## src/rtl/pwm_cfg_pkg.sv

```systemverilog
// Shared constants and state encoding for the PWM configuration sequencer.
package pwm_cfg_pkg;

  localparam int DATA_W = 32;

  localparam logic [DATA_W-1:0] REG_OFS_EN   = 32'd0;
  localparam logic [DATA_W-1:0] REG_OFS_PER  = 32'd4;
  localparam logic [DATA_W-1:0] REG_OFS_DUTY = 32'd8;
  localparam logic [DATA_W-1:0] REG_STRIDE   = 32'd12;

  typedef enum logic [2:0] {
    IDLE,
    W_DIS,
    W_PER,
    W_DUTY,
    W_EN
  } state_e;

endpackage

```

## src/rtl/pwm_cfg_sequencer_if.sv

```systemverilog
// Write-only peripheral bus between the sequencer and the PWM register bank.
interface pwm_cfg_sequencer_if;

  logic [pwm_cfg_pkg::DATA_W-1:0] adr;
  logic                           cs;
  logic                           wr;
  logic                           rd;
  logic [pwm_cfg_pkg::DATA_W-1:0] d_in;

  modport master (output adr, cs, wr, rd, d_in);
  modport slave  (input  adr, cs, wr, rd, d_in);

endinterface

```

## src/rtl/pwm_cfg_sequencer_rr_arbiter.sv

```systemverilog
// Combinational round-robin arbiter: the search starts one past the last
// granted channel and wraps, so the most recently served channel goes last.
module rr_arbiter #(
  parameter int NCH = 6
) (
  input  logic [NCH-1:0] req,
  input  logic [3:0]     last,
  output logic [NCH-1:0] gnt,
  output logic [3:0]     idx
);

  logic found;

  // Two passes: channels above the pointer first, then wrap to the low ones.
  always_comb begin
    gnt   = '0;
    idx   = '0;
    found = 1'b0;
    for (int i = 0; i < NCH; i++) begin
      if (!found && req[i] && (i > int'(last))) begin
        found  = 1'b1;
        gnt[i] = 1'b1;
        idx    = 4'(i);
      end
    end
    for (int i = 0; i < NCH; i++) begin
      if (!found && req[i] && (i <= int'(last))) begin
        found  = 1'b1;
        gnt[i] = 1'b1;
        idx    = 4'(i);
      end
    end
  end

endmodule

```

## src/rtl/pwm_cfg_sequencer.sv

```systemverilog
// Request-driven PWM configuration master: arbitrates channel requests and
// emits a disable / period / duty / enable write burst per grant.
module pwm_cfg_sequencer
  import pwm_cfg_pkg::*;
#(
  parameter int                NCH       = 6,
  parameter logic [DATA_W-1:0] BASE_ADR  = 32'd0,
  parameter logic [DATA_W-1:0] CH_STRIDE = REG_STRIDE,
  parameter logic [DATA_W-1:0] OFS_EN    = REG_OFS_EN,
  parameter logic [DATA_W-1:0] OFS_PER   = REG_OFS_PER,
  parameter logic [DATA_W-1:0] OFS_DUTY  = REG_OFS_DUTY
) (
  input  logic                  clk,
  input  logic                  rst_n,
  input  logic [NCH-1:0]        req_valid,
  output logic [NCH-1:0]        req_ready,
  input  logic [NCH-1:0]        req_enable,
  input  logic [DATA_W*NCH-1:0] req_period,
  input  logic [DATA_W*NCH-1:0] req_duty,
  pwm_cfg_sequencer_if.master   bus,
  output logic                  busy,
  output logic [3:0]            grant_ch
);

  state_e            state_q, state_d;
  logic [DATA_W-1:0] adr_q, adr_d;
  logic [DATA_W-1:0] d_in_q, d_in_d;
  logic [DATA_W-1:0] blk_q, blk_d;
  logic [DATA_W-1:0] per_q, per_d;
  logic [DATA_W-1:0] duty_q, duty_d;
  logic              en_q, en_d;
  logic              cs_q, cs_d;
  logic              wr_q, wr_d;
  logic              busy_q, busy_d;
  logic [3:0]        grant_q, grant_d;
  logic [3:0]        ptr_q, ptr_d;

  logic [NCH-1:0]    arb_gnt;
  logic [3:0]        arb_idx;
  logic [DATA_W-1:0] sel_per, sel_duty;
  logic              sel_en;
  logic              accept;

  rr_arbiter #(.NCH(NCH)) u_arb (
    .req  (req_valid),
    .last (ptr_q),
    .gnt  (arb_gnt),
    .idx  (arb_idx)
  );

  // Ready is withheld during reset so nothing is accepted while rst_n is low.
  assign req_ready = (rst_n && (state_q == IDLE)) ? arb_gnt : '0;
  assign accept    = |(req_valid & req_ready);

  always_comb begin
    sel_per  = '0;
    sel_duty = '0;
    sel_en   = 1'b0;
    for (int i = 0; i < NCH; i++) begin
      if (arb_gnt[i]) begin
        sel_per  = req_period[DATA_W*i +: DATA_W];
        sel_duty = req_duty[DATA_W*i +: DATA_W];
        sel_en   = req_enable[i];
      end
    end
  end

  // Bus outputs are registered, so each state computes the next cycle's write.
  always_comb begin
    state_d = state_q;
    adr_d   = adr_q;
    d_in_d  = d_in_q;
    blk_d   = blk_q;
    per_d   = per_q;
    duty_d  = duty_q;
    en_d    = en_q;
    cs_d    = cs_q;
    wr_d    = wr_q;
    busy_d  = busy_q;
    grant_d = grant_q;
    ptr_d   = ptr_q;
    case (state_q)
      IDLE: begin
        cs_d   = 1'b0;
        wr_d   = 1'b0;
        busy_d = 1'b0;
        if (accept) begin
          blk_d   = BASE_ADR + {28'b0, arb_idx} * CH_STRIDE;
          per_d   = sel_per;
          duty_d  = sel_duty;
          en_d    = sel_en;
          grant_d = arb_idx;
          ptr_d   = arb_idx;
          state_d = W_DIS;
          cs_d    = 1'b1;
          wr_d    = 1'b1;
          busy_d  = 1'b1;
          adr_d   = blk_d + OFS_EN;
          d_in_d  = '0;
        end
      end
      W_DIS: begin
        state_d = W_PER;
        adr_d   = blk_q + OFS_PER;
        d_in_d  = per_q;
      end
      W_PER: begin
        state_d = W_DUTY;
        adr_d   = blk_q + OFS_DUTY;
        d_in_d  = (duty_q < per_q) ? duty_q : per_q;
      end
      W_DUTY: begin
        state_d = W_EN;
        adr_d   = blk_q + OFS_EN;
        d_in_d  = {31'b0, (en_q && (per_q != '0))};
      end
      W_EN: begin
        state_d = IDLE;
        cs_d    = 1'b0;
        wr_d    = 1'b0;
        busy_d  = 1'b0;
      end
      default: begin
        state_d = IDLE;
        cs_d    = 1'b0;
        wr_d    = 1'b0;
        busy_d  = 1'b0;
      end
    endcase
  end

  always_ff @(posedge clk) begin
    if (!rst_n) begin
      state_q <= IDLE;
      adr_q   <= '0;
      d_in_q  <= '0;
      blk_q   <= '0;
      per_q   <= '0;
      duty_q  <= '0;
      en_q    <= 1'b0;
      cs_q    <= 1'b0;
      wr_q    <= 1'b0;
      busy_q  <= 1'b0;
      grant_q <= '0;
      ptr_q   <= 4'(NCH - 1);
    end else begin
      state_q <= state_d;
      adr_q   <= adr_d;
      d_in_q  <= d_in_d;
      blk_q   <= blk_d;
      per_q   <= per_d;
      duty_q  <= duty_d;
      en_q    <= en_d;
      cs_q    <= cs_d;
      wr_q    <= wr_d;
      busy_q  <= busy_d;
      grant_q <= grant_d;
      ptr_q   <= ptr_d;
    end
  end

  assign bus.adr  = adr_q;
  assign bus.cs   = cs_q;
  assign bus.wr   = wr_q;
  assign bus.rd   = 1'b0;
  assign bus.d_in = d_in_q;
  assign busy     = busy_q;
  assign grant_ch = grant_q;

endmodule

```

## src/flat_wrapper.sv

```systemverilog
// flat-port wrapper written by rule: the top's interface ports become plain ports
module pwm_cfg_sequencer_flat import pwm_cfg_pkg::*;
#(
  parameter int                NCH       = 6,
  parameter logic [DATA_W-1:0] BASE_ADR  = 32'd0,
  parameter logic [DATA_W-1:0] CH_STRIDE = REG_STRIDE,
  parameter logic [DATA_W-1:0] OFS_EN    = REG_OFS_EN,
  parameter logic [DATA_W-1:0] OFS_PER   = REG_OFS_PER,
  parameter logic [DATA_W-1:0] OFS_DUTY  = REG_OFS_DUTY
)
  (clk, rst_n, req_valid, req_ready, req_enable, req_period, req_duty, busy, grant_ch, bus_adr, bus_cs, bus_wr, bus_rd, bus_d_in);
  pwm_cfg_sequencer_if bus_i ();
  input  logic clk;
  input  logic rst_n;
  input  logic [NCH-1:0] req_valid;
  output logic [NCH-1:0] req_ready;
  input  logic [NCH-1:0] req_enable;
  input  logic [DATA_W*NCH-1:0] req_period;
  input  logic [DATA_W*NCH-1:0] req_duty;
  output logic busy;
  output logic [3:0] grant_ch;
  output wire logic [$bits(bus_i.adr)-1:0] bus_adr;
  output wire logic [$bits(bus_i.cs)-1:0] bus_cs;
  output wire logic [$bits(bus_i.wr)-1:0] bus_wr;
  output wire logic [$bits(bus_i.rd)-1:0] bus_rd;
  output wire logic [$bits(bus_i.d_in)-1:0] bus_d_in;
  assign bus_adr = bus_i.adr;
  assign bus_cs = bus_i.cs;
  assign bus_wr = bus_i.wr;
  assign bus_rd = bus_i.rd;
  assign bus_d_in = bus_i.d_in;
  pwm_cfg_sequencer #(.NCH(NCH), .BASE_ADR(BASE_ADR), .CH_STRIDE(CH_STRIDE), .OFS_EN(OFS_EN), .OFS_PER(OFS_PER), .OFS_DUTY(OFS_DUTY)) u_core (.clk(clk), .rst_n(rst_n), .req_valid(req_valid), .req_ready(req_ready), .req_enable(req_enable), .req_period(req_period), .req_duty(req_duty), .bus(bus_i), .busy(busy), .grant_ch(grant_ch));
endmodule
```

## config.mk

```make
export PLATFORM = sky130hd
export DESIGN_NAME = pwm_cfg_sequencer_flat
export DESIGN_NICKNAME = d
export VERILOG_FILES = /design/src/rtl/pwm_cfg_pkg.sv /design/src/rtl/pwm_cfg_sequencer_if.sv /design/src/rtl/pwm_cfg_sequencer_rr_arbiter.sv /design/src/rtl/pwm_cfg_sequencer.sv /design/src/flat_wrapper.sv
export SDC_FILE = /design/constraint.sdc
export NUM_CORES = 1
export LEC_CHECK = 0
export BUFFER_PORTS_ARGS = -buffer_cell sky130_fd_sc_hd__buf_2
export CAP_MARGIN = 20
export CORE_AREA = 2 2 187 189
export DETAILED_ROUTE_END_ITERATION = 12
export DIE_AREA = 0 0 189 191
export PLACE_DENSITY_LB_ADDON = 0.05
export SLEW_MARGIN = 10
export SYNTH_ARGS = -nofsm -noshare
export SYNTH_HDL_FRONTEND = slang
export SYNTH_SLANG_ARGS = --single-unit
```

## constraint.sdc

```tcl
create_clock -name clk -period 3.61 [get_ports clk]
set_input_delay 0.1805 -clock clk [delete_from_list [all_inputs] [get_ports clk]]
set_output_delay 0.1805 -clock clk [all_outputs]
set_load 0.02 [all_outputs]
```

==> results of run 1 <==
==> layout by cell type (no fill, tap or decap), types with 3 or more instances in the layout <==
cell type,instances
a211oi_1,5
a21oi_1,27
a221o_1,29
a222oi_1,130
a22oi_1,3
a311oi_2,65
a31oi_1,7
and2_1,4
and3_1,34
and4_1,3
buf_12,8
buf_2,447
buf_4,18
clkbuf_1,3
clkbuf_16,17
clkinv_2,6
clkinvlp_4,3
conb_1,28
dfxtp_1,115
ha_1,35
inv_1,39
mux2i_1,7
nand2_1,22
nand3_1,6
nand4_1,3
nor2_1,90
nor2b_1,11
nor3_1,7
nor4_1,10
o21ai_0,15
o21ai_1,5
o221ai_1,3
==> layer usage <==
metal,GRT usage [%],part of all wire (%),vias to the layer above
li1,-,-,4282
met2,34.78,50,391
met3,3.507,6.3,30
met1,23.89,42,4330
met4,5.499,1.9,0
met5,0,0,-
==> repair_timing <==
item,CTS,global route
setup buffers,0,0
resized for setup,0,1
endpoints found under the setup margin,0,1
==> critical path: stages, from the launching register on <==
cell and delay, ns:
dfxtp_1 0.45, or2_1 0.32, a311o_1 0.39, a32o_4 0.30, a211oi_4 0.39, inv_2 0.12, ha_1 0.21, inv_1 0.06
fa_1 0.44, o22ai_1 0.19, nand2_1 0.07, mux2i_1 0.15
==> cells in the mapped netlist (4+ instances only) <==
cell type / instances
o21ai_0: 15
nor4_1: 10
nor2_1: 92
dfxtp_1: 116
clkbuf_1: 66
nand2_1: 22
and4_1: 4
and3_1: 34
buf_4: 36
inv_1: 39
ha_1: 35
a222oi_1: 130
a211oi_1: 5
o21ai_1: 5
a221o_1: 29
nor3_1: 7
nand3_1: 6
a21oi_1: 27
nor2b_1: 12
and2_1: 4
a311oi_2: 65
mux2i_1: 7
buf_2: 13
a31oi_1: 7
==> logic make-up after synthesis <==
kind of cell	count (synthesis)	share of synthesized area, %
multiplexers	7	0.8901
flip-flops	116	29.50
adder cells (fa/ha/maj)	36	5.817
XOR/XNOR	2	0.2225
buffers and inverters	158	9.647
AO/OA/AOI/OAI	319	40.93
AND/OR/NAND/NOR	205	12.95
other	1	0.04763
==> layout make-up <==
| cell class | count | share of cell area [%] |
|---|---|---|
| antenna | 1 | 0.02260 |
| clock buffer | 22 | 4.193 |
| clock inverter | 10 | 0.7459 |
| inverter | 41 | 1.413 |
| multi-input combinational | 597 | 44.62 |
| sequential | 116 | 20.99 |
| tap | 455 | 5.142 |
| timing repair buffer | 473 | 22.88 |
==> flip-flops by register name, summed over array words and instances, names as in the netlist <==
register / flops
u_core.state_q: 3
u_core.ptr_q: 3
u_core.en_q: 1
u_core.blk_q: 5
u_core.bus.d_in: 32
u_core.per_q: 32
u_core.duty_q: 32
u_core.grant_ch: 1
u_core.bus.cs: 1
u_core.bus.adr: 6
==> power breakdown <==
part	switching, mW	internal (mW)
clock network	0.623	0.975
logic	2.69	1.72
registers	0.478	1.68
==> worst max-delay path by stage <==
stage / startpoint / endpoint / slack (ns) / cells after the start
5_1_grt: u_core.ptr_q[1] / u_core.bus.adr[5] / 0.1 / 11
3_3_place_gp: u_core.ptr_q[2] / u_core.duty_q[27] / 0.28 / 9
6_report: u_core.ptr_q[1] / u_core.bus.adr[4] / 0.43 / 11
2_1_floorplan: u_core.ptr_q[1] / u_core.bus.adr[4] / 0.82 / 12
4_1_cts: u_core.ptr_q[2] / req_ready[3] / 0.27 / 6
3_5_place_dp: u_core.ptr_q[2] / u_core.duty_q[27] / 0.34 / 9
==> per-stage QoR <==
stage                     setup slack (ns)  instance area [um^2]
final                               0.4319                 11070
after global routing               0.09938                 11070
after CTS                           0.2723                 11070
after detailed placement            0.3396                 10520
after global placement              0.2763                 10520
after floorplan                     0.8173                  7974
==> metrics.yaml, run 1 <==
place:
  dp_hpwl_um: 27970
  place_congestion: 0.8068
  port_buffers: 447
  dp_cells: 1682
grt:
  grt_pass1_wl_um: 53960
  first_global_vias: 9073
  grt_start_max_net_pins: 67
  track_usage_pct: 19.49
  antenna_found_initial: 0
  overflow: 0
final_layout:
  multi_input_area_um2: 4940
  fillCellCount: 3677
  register_area_um2: 2323
  stdcell_count: 1715
  drive_gt1_share_pct: 46.62
  layout.nets: 1680
  fin_util_pct: 32.45
  syn_to_final_growth_pct: 40.62
clocking:
  clock-sinks: 116
  ctsHoldBuffers: 0
  cts_tree: "built"
  cts-root-buf: "clkbuf_16"
  h-tree-depth: 4
  clk_pin_slew_worst_paths_ns: 0.06
  cts_max_path_buffers: 2
  clk_latency_ns: 0.41
  cts_made_buffers: 17
floorplanning:
  dieWidth_um: 189
  coreArea_um2: 34120
  ioPinCount: 476
  start_util_pct: 23.07
  rows: 68
  die_h_um: 191
  die_area_um2: 36100
sta:
  max_slew_margin_pct: 33.63
  setup_viol: 0
  hold_viol_final: 0
  max_freq_mhz: 314.7
  grt_setup_unrepaired: "no"
  tightestPinTransition_ns: 0.9955
  period_minus_slack_ns: 3.178
  finalSetupTns_ns: 0
  clock_skew_ns: 0.009751
  finalCritPeriodShare_pct: 88.04
  fin_hold_ws_ns: 0.1757
  slew_viol_final: 0
synth:
  synth_top_area_share_pct: 29.50
  yosysWarnings: 0
  yosysUniqueCellTypes: 63
  syn_area_um2: 7873
  synthArstFlopShare_pct: 0
  yosys-top-cells-area: "dfxtp_1, a222oi_1, a311oi_2"
  synth-edff-count: 0
  syn_inst: 844
  synth-main-ff-cell: "dfxtp_1"
  ys_seq_area_share_pct: 29.50
  syn_area_per_cell_um2: 9.328
  ys_ff_latch: 116
  yosysTopAreaCell: "dfxtp_1"
job:
  drv_cap: 0
worst_setup_path:
  r2r_start: "u_core.ptr_q[1]"
  r2r-end: "u_core.bus.adr[4]"
  endpoint_kind: "flip-flop"
  crit_arrival_ns: 3.52
  start_kind: "flip-flop"
  cp_data_required_time_ns: 3.95
  cp_max_fo: 13
  worst-r2r-cell-count: 11
  r2r_slack_ns: 0.43
  critical_path_class: "reg -> reg"
outcome:
  status: "completed"
detailed_routing:
  ant_nets: 0
  vias: 9033
  firstDrtPassIters: 7
  initialDrtViolationCount: 808
  vias_per_cell: 5.267
  drc: 0
  wl_per_cell_um: 21.41
  routed_wl_um: 36720
pwr:
  ir_worst_vdd_mv: 0.3724
  p_leak_nw: 4.888
  p_per_area_nw_per_um2: 737.6
  total_power_mw: 8.166
min_path:
  min_path_type: "in -> reg"
  hold_path_end: "u_core.duty_q[8]"
  min_from: "req_duty[72]"
  hold_path_depth: 3
No activity file was read; power rests on OpenSTA's default activity.
==> inputs of run 2 (changes only) <==
--- a/config.mk
+++ b/config.mk
@@ -11,6 +11,7 @@
 export DETAILED_ROUTE_END_ITERATION = 12
 export DIE_AREA = 0 0 189 191
 export PLACE_DENSITY_LB_ADDON = 0.05
+export REMOVE_ABC_BUFFERS = 1
 export SLEW_MARGIN = 10
 export SYNTH_ARGS = -nofsm -noshare
 export SYNTH_HDL_FRONTEND = slang
==> constraint.sdc (replaced) <==
create_clock -name clk -period 3.7 [get_ports clk]
set_input_delay 0.185 -clock clk [delete_from_list [all_inputs] [get_ports clk]]
set_output_delay 0.185 -clock clk [all_outputs]
set_load 0.02 [all_outputs]
==> run 2 against run 1 <==
  * Cell count barely moved
  * Sequential power shrank 4%
  * Largest power group unchanged
  * Highest routed layer unchanged
  * Flip-flop and latch count unchanged
  * Largest cell class unchanged
  * Sequential share of layout area fell by 0.14 points
==> metrics.yaml, run 2 (synthesized netlist as in run 1, its figures left out) <==
detailed_routing:
  ant_nets: 0  # unchanged
  initialDrtViolationCount: 797  # was 808
  vias: 8942  # was 9,033
  vias_per_cell: 5.211  # was 5.267
  drc: 0  # unchanged
  wl_per_cell_um: 20.90  # was 21.41 um
  routed_wl_um: 35860  # was 36,720 um
  firstDrtPassIters: 8  # was 7
worst_setup_path:
  start_kind: "flip-flop"  # unchanged
  cp_slowest_stage_delay_ns: 0.66  # was 0.45 ns
  path_cells: "nor2b_1 > or4b_4 > a31oi_1 > a211oi_1 > o21ai_0 > buf_4 > ha_1 > inv_1 > fa_1 > o22ai_1 > nand2_1 > mux2i_1"  # was or2_1 > a311o_1 > a32o_4 > a211oi_4 > inv_2 > ha_1 > inv_1 > fa_1 > o22ai_1 > nand2_1 > mux2i_1
  cp.buffers_inverters: 2  # unchanged
  r2r-end: "u_core.bus.adr[4]"  # unchanged
  cp.depth: 12  # was 11
  cp_data_required_time_ns: 4.05  # was 3.95 ns
  slowest_stage: "dfxtp_1"  # unchanged
  worst-r2r-cell-count: 12  # was 11
  r2r_start: "u_core.ptr_q[2]"  # was u_core.ptr_q[1]
  r2r_slack_ns: 0.38  # was 0.43 ns
  cp_max_fo: 16  # was 13
  crit_arrival_ns: 3.68  # was 3.52 ns
  endpoint_kind: "flip-flop"  # unchanged
  critical_path_class: "reg -> reg"  # unchanged
  path_delay_family: "simple AND/OR/NAND/NOR gates"  # was compound AO/OA/AOI/OAI gates
sta:
  period_minus_slack_ns: 3.323  # was 3.178 ns
  finalCritPeriodShare_pct: 89.81  # was 88.04%
  hold_viol_final: 0  # unchanged
  slew_viol_final: 0  # unchanged
  max_slew_margin_pct: 47.31  # was 33.63%
  finalWorstSetupSlack_ns: 0.3769  # was 0.4319 ns
  setup_viol: 0  # unchanged
  grt_setup_unrepaired: "no"  # unchanged
  clock_skew_ns: 0.01454  # was 0.009751 ns
  max_freq_mhz: 300.9  # was 314.7 MHz
  tightestPinTransition_ns: 0.7794  # was 0.9955 ns
floorplanning:
  rows: 68  # unchanged
  dieWidth_um: 189  # unchanged
  start_util_pct: 23.07  # unchanged
  ioPinCount: 476  # unchanged
  die_area_um2: 36100  # unchanged
  die_h_um: 191  # unchanged
  coreArea_um2: 34120  # unchanged
grt:
  overflow: 0  # unchanged
  grt_pass1_wl_um: 53160  # was 53,960 um
  first_global_vias: 8664  # was 9,073
  track_usage_pct: 19.22  # was 19.49%
  antenna_found_initial: 0  # unchanged
  grt_start_max_net_pins: 49  # was 67
min_path:
  hold_path_end: "u_core.per_q[0]"  # was u_core.duty_q[8]
  min_from: "req_period[64]"  # was req_duty[72]
  hold_path_depth: 3  # unchanged
  min_path_type: "in -> reg"  # unchanged
clocking:
  ctsHoldBuffers: 0  # unchanged
  clk_pin_slew_worst_paths_ns: 0.06  # about the same
  cts_max_path_buffers: 2  # unchanged
  cts_resized: 0  # unchanged
  cts_made_buffers: 17  # unchanged
  clock-sinks: 116  # unchanged
  cts_tree: "built"  # unchanged
  clk_latency_ns: 0.42  # was 0.41 ns
  cts-root-buf: "clkbuf_16"  # unchanged
  cts_setup_buffers: 0  # unchanged
  h-tree-depth: 4  # unchanged
final_layout:
  layout.nets: 1682  # was 1,680
  antenna_cells: 0  # was 1
  drive_gt1_share_pct: 46.95  # was 46.62%
  fin_util_pct: 32.64  # was 32.45%
  register_area_um2: 2322  # was 2323 um^2
  final_cell_mix: "buf_2, a222oi_1, dfxtp_1"  # unchanged
  syn_to_final_growth_pct: 41.46  # was 40.62%
  fillCellCount: 3596  # was 3,677
  final_common_cell: "buf_2"  # unchanged
  multi_input_area_um2: 4941  # was 4940 um^2
job:
  drv_cap: 0  # unchanged
place:
  place_congestion: 0.7699  # was 0.8068
  pre_cts_ws_ns: 0.4488  # was 0.3396 ns
  dp_hpwl_um: 27410  # was 27,970 um
  port_buffers: 447  # unchanged
pwr:
  p_leak_nw: 4.918  # was 4.888 nW
  ir_worst_vdd_mv: 0.3721  # was 0.3724 mV
  p_per_area_nw_per_um2: 728.7  # was 737.6 nW/um^2
outcome:
  status: "completed"  # unchanged
## run 2: area by class of cell
| type | instances | share of cell area (%) |
|---|---|---|
| Clock buffer | 19 | 4.067 |
| Clock inverter | 13 | 1.550 |
| Inverter | 41 | 1.404 |
| Multi-Input combinational cell | 597 | 44.37 |
| Sequential cell | 116 | 20.85 |
| Tap cell | 455 | 5.112 |
| Timing Repair Buffer | 475 | 22.65 |
## run 2: how the worst max path moves through the flow
stage               startpoint           endpoint  slack [ns]
2_1_floorplan            rst_n    u_core.blk_q[3]       -2.32
3_3_place_gp   u_core.ptr_q[2]  u_core.bus.adr[4]        0.49
3_5_place_dp   u_core.ptr_q[2]  u_core.bus.adr[4]        0.45
4_1_cts        u_core.ptr_q[2]  u_core.bus.adr[4]        0.42
5_1_grt        u_core.ptr_q[2]  u_core.bus.adr[4]        0.16
6_report       u_core.ptr_q[2]  u_core.bus.adr[4]        0.38
## run 2: per-layer routing
layer	share of wire (%)	routed length (um)	vias to the layer above	global-route usage, %
met2	52	18540	324	34.42
met4	1.4	500	0	4.868
li1	-	-	4288	-
met3	5.3	1911	25	3.782
met1	42	14900	4305	23.47
met5	0	0	-	0
## run 2: worst register-to-register path, stage by stage (launching register included)
cell and delay [ns]:
dfxtp_1 0.66, nor2b_1 0.18, or4b_4 0.57, a31oi_1 0.27, a211oi_1 0.12, o21ai_0 0.23, buf_4 0.17, ha_1 0.13
inv_1 0.04, fa_1 0.47, o22ai_1 0.19, nand2_1 0.07, mux2i_1 0.14
## run 2: per-stage QoR
step	std cells	hold WS, ns	instance area (um^2)	TNS (ns)	power (mW)
after floorplan	754	0.2650	7368	-174.10	4.761
after global placement	1684	0.4413	10510	0	6.416
after detailed placement	1684	0.4495	10510	0	6.432
after CTS	1716	0.1540	11140	0	8.267
after global routing	1716	0.1668	11140	0	8.791
final	1716	0.1761	11140	0	8.115
## run 2: where the power goes
part	total [mW]	leakage (nW)	internal, mW	switching [mW]
sequential	2.08	0.950	1.64	0.444
clock	1.78	0.293	1.10	0.672
combinational	4.25	3.68	1.68	2.58
total	8.12	4.92	4.42	3.69
==> inputs of run 3 (changes only) <==
--- a/config.mk
+++ b/config.mk
@@ -5,11 +5,15 @@
 export SDC_FILE = /design/constraint.sdc
 export NUM_CORES = 1
 export LEC_CHECK = 0
+export ABC_AREA = 1
 export BUFFER_PORTS_ARGS = -buffer_cell sky130_fd_sc_hd__buf_2
 export CAP_MARGIN = 20
-export CORE_AREA = 2 2 187 189
+export CELL_PAD_IN_SITES_DETAIL_PLACEMENT = 0
+export CELL_PAD_IN_SITES_GLOBAL_PLACEMENT = 1
+export CORE_AREA = 2 2 185 187
 export DETAILED_ROUTE_END_ITERATION = 12
-export DIE_AREA = 0 0 189 191
+export DIE_AREA = 0 0 187 189
+export HOLD_SLACK_MARGIN = 0.05
 export PLACE_DENSITY_LB_ADDON = 0.05
 export REMOVE_ABC_BUFFERS = 1
 export SLEW_MARGIN = 10
==> run 3 against run 2 <==
  * Sequential share of layout area decreased by 1.3 points
  * Total power grew 8.6%
  * First-iteration DRC count shrank 52%
  * Core utilization rose by 3.0 points
  * Register-to-register slack better by 0.46 ns
  * Flip-flop and latch count stayed put
  * Critical path depth rose by 3
  * Cell count up 36%
  * Clock skew shrank 0.0050 ns
  * Clock power down 13%
  * Critical path type unchanged
==> metrics.yaml, run 3 <==
final_layout:
  drive_gt1_share_pct: 27.87  # was 46.95%
  antenna_cells: 0  # unchanged
  fillCellCount: 3801  # was 3,596
  stdcell_count: 2332  # was 1,716
  final_common_cell: "buf_2"  # unchanged
  syn_to_final_growth_pct: 33.64  # was 41.46%
  layout.nets: 2308  # was 1,682
  final_cell_mix: "buf_2, nand2_1, nor2_1"  # was buf_2, a222oi_1, dfxtp_1
outcome:
  status: "completed"  # unchanged
detailed_routing:
  wl_per_cell_um: 14.32  # was 20.90 um
  ant_nets: 0  # unchanged
  initialDrtViolationCount: 384  # was 797
  vias_per_cell: 4.569  # was 5.211
  vias: 10650  # was 8,942
  routed_wl_um: 33390  # was 35,860 um
  drc: 0  # unchanged
  firstDrtPassIters: 4  # was 8
worst_setup_path:
  path_delay_family: "simple AND/OR/NAND/NOR gates"  # unchanged
  cpMostUsedCell: "nand2_1"
  cp.depth: 15  # was 12
  r2r_start: "u_core.per_q[31]"  # was u_core.ptr_q[2]
  start_kind: "flip-flop"  # unchanged
  cp_slowest_stage_delay_ns: 0.40  # was 0.66 ns
  worst-r2r-cell-count: 15  # was 12
  cp_data_required_time_ns: 4.05  # about the same
  crit_arrival_ns: 3.22  # was 3.68 ns
  cp_max_fo: 25  # was 16
  path_cells: "inv_1 > ha_1 > nand2_1 > nor2_1 > nand4_1 > nor4_1 > nand2_1 > nand2_2 > buf_4 > o21ai_0 > nand2_1 > nand2_1 > nand3_1 > nand2_1 > nor2_1"  # was nor2b_1 > or4b_4 > a31oi_1 > a211oi_1 > o21ai_0 > buf_4 > ha_1 > inv_1 > fa_1 > o22ai_1 > nand2_1 > mux2i_1
  cp.buffers_inverters: 2  # unchanged
  slowest_stage: "dfxtp_1"  # unchanged
  r2r_slack_ns: 0.84  # was 0.38 ns
  r2r-end: "u_core.bus.d_in[15]"  # was u_core.bus.adr[4]
  endpoint_kind: "flip-flop"  # unchanged
  critical_path_class: "reg -> reg"  # unchanged
clocking:
  clock-sinks: 116  # unchanged
  cts_made_buffers: 17  # unchanged
  h-tree-depth: 4  # unchanged
  cts_setup_buffers: 0  # unchanged
  cts_tree: "built"  # unchanged
  ctsHoldBuffers: 0  # unchanged
  clk_latency_ns: 0.42  # about the same
  cts-root-buf: "clkbuf_16"  # unchanged
  cts_max_path_buffers: 2  # unchanged
  clk_pin_slew_worst_paths_ns: 0.06  # about the same
  cts_resized: 0  # unchanged
pwr:
  p_leak_nw: 6.123  # was 4.918 nW
  p_per_area_nw_per_um2: 743.5  # was 728.7 nW/um^2
  ir_worst_vdd_mv: 0.4190  # was 0.3721 mV
grt:
  grt_use_met2_pct: 34.11  # was 34.42%
  use_met1_pct: 22.77  # was 23.47%
  gr-max-usage-layer: "met2"  # unchanged
  track_usage_pct: 18.57  # was 19.22%
  grt_start_max_net_pins: 72  # was 49
  antenna_found_initial: 0  # unchanged
  grt_pass1_wl_um: 53300  # was 53,160 um
  overflow: 0  # unchanged
  grt_use_met3_pct: 3.614  # was 3.782%
  first_global_vias: 10450  # was 8,664
synth:
  yosysUniqueCellTypes: 38  # was 63
  yosysMostFrequentCell: "nand2_1"  # was a222oi_1
  yosys-top-cells-area: "dfxtp_1, nand2_1, nor2_1"  # was dfxtp_1, a222oi_1, a311oi_2
  synth-edff-count: 0  # unchanged
  syn_inst: 1485  # was 844
  ys_seq_area_share_pct: 26.19  # was 29.50%
  yosysTopAreaCell: "dfxtp_1"  # unchanged
  ys_top_cells_by_count: "nand2_1, nor2_1, a21oi_1"  # was a222oi_1, dfxtp_1, nor2_1
  ys_ff_latch: 116  # unchanged
  syn_area_per_cell_um2: 5.970  # was 9.328 um^2
  yosysWarnings: 0  # unchanged
  synth-main-ff-cell: "dfxtp_1"  # unchanged
  synthArstFlopShare_pct: 0  # unchanged
  synth_top_area_share_pct: 26.19  # was 29.50%
  syn_area_um2: 8866  # was 7873 um^2
place:
  port_buffers: 447  # unchanged
  dp_hpwl_um: 24960  # was 27,410 um
  dp_cells: 2303  # was 1,684
  pre_cts_ws_ns: 0.8622  # was 0.4488 ns
  place_congestion: 0.7975  # was 0.7699
sta:
  grt_setup_unrepaired: "no"  # unchanged
  finalSetupTns_ns: 0  # unchanged
  finalCritPeriodShare_pct: 77.41  # was 89.81%
  max_freq_mhz: 349.2  # was 300.9 MHz
  max_slew_margin_pct: 47.94  # was 47.31%
  slew_viol_final: 0  # unchanged
  finalWorstSetupSlack_ns: 0.8360  # was 0.3769 ns
  hold_viol_final: 0  # unchanged
  clock_skew_ns: 0.009495  # was 0.01454 ns
  setup_viol: 0  # unchanged
  tightestPinTransition_ns: 0.7809  # was 0.7794 ns
  period_minus_slack_ns: 2.864  # was 3.323 ns
floorplanning:
  die_area_um2: 35340  # was 36,100 um^2
  coreArea_um2: 33280  # was 34,120 um^2
  die_h_um: 189  # was 191 um
  ioPinCount: 476  # unchanged
  start_util_pct: 26.64  # was 23.07%
  rows: 67  # was 68
  dieWidth_um: 187  # was 189 um
min_path:
  min_from: "req_duty[142]"  # was req_period[64]
  hold_path_end: "u_core.duty_q[14]"  # was u_core.per_q[0]
  hold_path_depth: 5  # was 3
  min_path_type: "in -> reg"  # unchanged
job:
  drv_cap: 0  # unchanged
-- run 3: worst min-delay path, cell delays in order --
cell,delay (ns)
buf_2,0.07
nand2_1,0.04
nand3_1,0.07
nor2_1,0.04
nor2_1,0.06
-- run 3: layer usage --
layer  up-vias  share of wire, %
li1       5623                 -
met1      4729                45
met2       294                50
met3         8               4.7
met4         0              0.46
met5         -                 0
-- run 3: stage by stage --
step | instance area (um^2) | total power [mW] | hold WS, ns | utilization (%)
floorplan | 8304 | 5.537 | 0.2826 | -
global placement | 11300 | 7.320 | 0.4580 | 33.95
detailed placement | 11300 | 7.374 | 0.4646 | 33.95
CTS | 11850 | 8.976 | 0.07826 | 35.60
global route | 11850 | 9.829 | 0.09788 | 35.60
finish | 11850 | 8.810 | 0.08323 | 35.60
-- run 3: worst max path at each step --
stage | from | endpoint | slack [ns]
after floorplan | u_core.ptr_q[1] | u_core.blk_q[2] | -2.67
final | u_core.per_q[31] | u_core.bus.d_in[15] | 0.84
after CTS | u_core.ptr_q[1] | u_core.ptr_q[1] | 0.84
after global routing | u_core.per_q[31] | u_core.bus.d_in[15] | 0.53
after detailed placement | u_core.ptr_q[1] | u_core.ptr_q[1] | 0.86
after global placement | u_core.per_q[31] | u_core.bus.d_in[15] | 0.91
-- run 3: where the power goes --
part	internal [mW]	total (mW)	leakage, nW	switching [mW]
logic	1.82	5.27	4.91	3.45
registers	1.66	1.99	0.958	0.332
clock network	0.959	1.55	0.258	0.593
total	4.44	8.81	6.12	4.37
-- run 3: cell families (layout without fill, tap and decap cells) --
| kind of cell | after synthesis | count (layout) | synth area share (%) |
|---|---|---|---|
| AND/OR/NAND/NOR | 800 | 800 | 36.80 |
| AO/OA/AOI/OAI | 319 | 319 | 20.55 |
| buffers and inverters | 213 | 585 | 11.25 |
| flip-flops | 116 | 116 | 26.19 |
| other | 1 | 28 | 0.04230 |
| adder cells (fa/ha/maj) | 36 | 36 | 5.165 |
-- run 3: final cells by class --
| class | instances | area (um^2) | share of cell area, % |
|---|---|---|---|
| Multi-Input combinational cell | 1183 | 5680 | 47.94 |
| Timing Repair Buffer | 467 | 2402 | 20.27 |
| Sequential cell | 116 | 2322 | 19.60 |
| Tap cell | 448 | 560.5 | 4.731 |
| Clock buffer | 20 | 466.7 | 3.939 |
| Inverter | 89 | 334.1 | 2.819 |
| Clock inverter | 9 | 82.58 | 0.6969 |
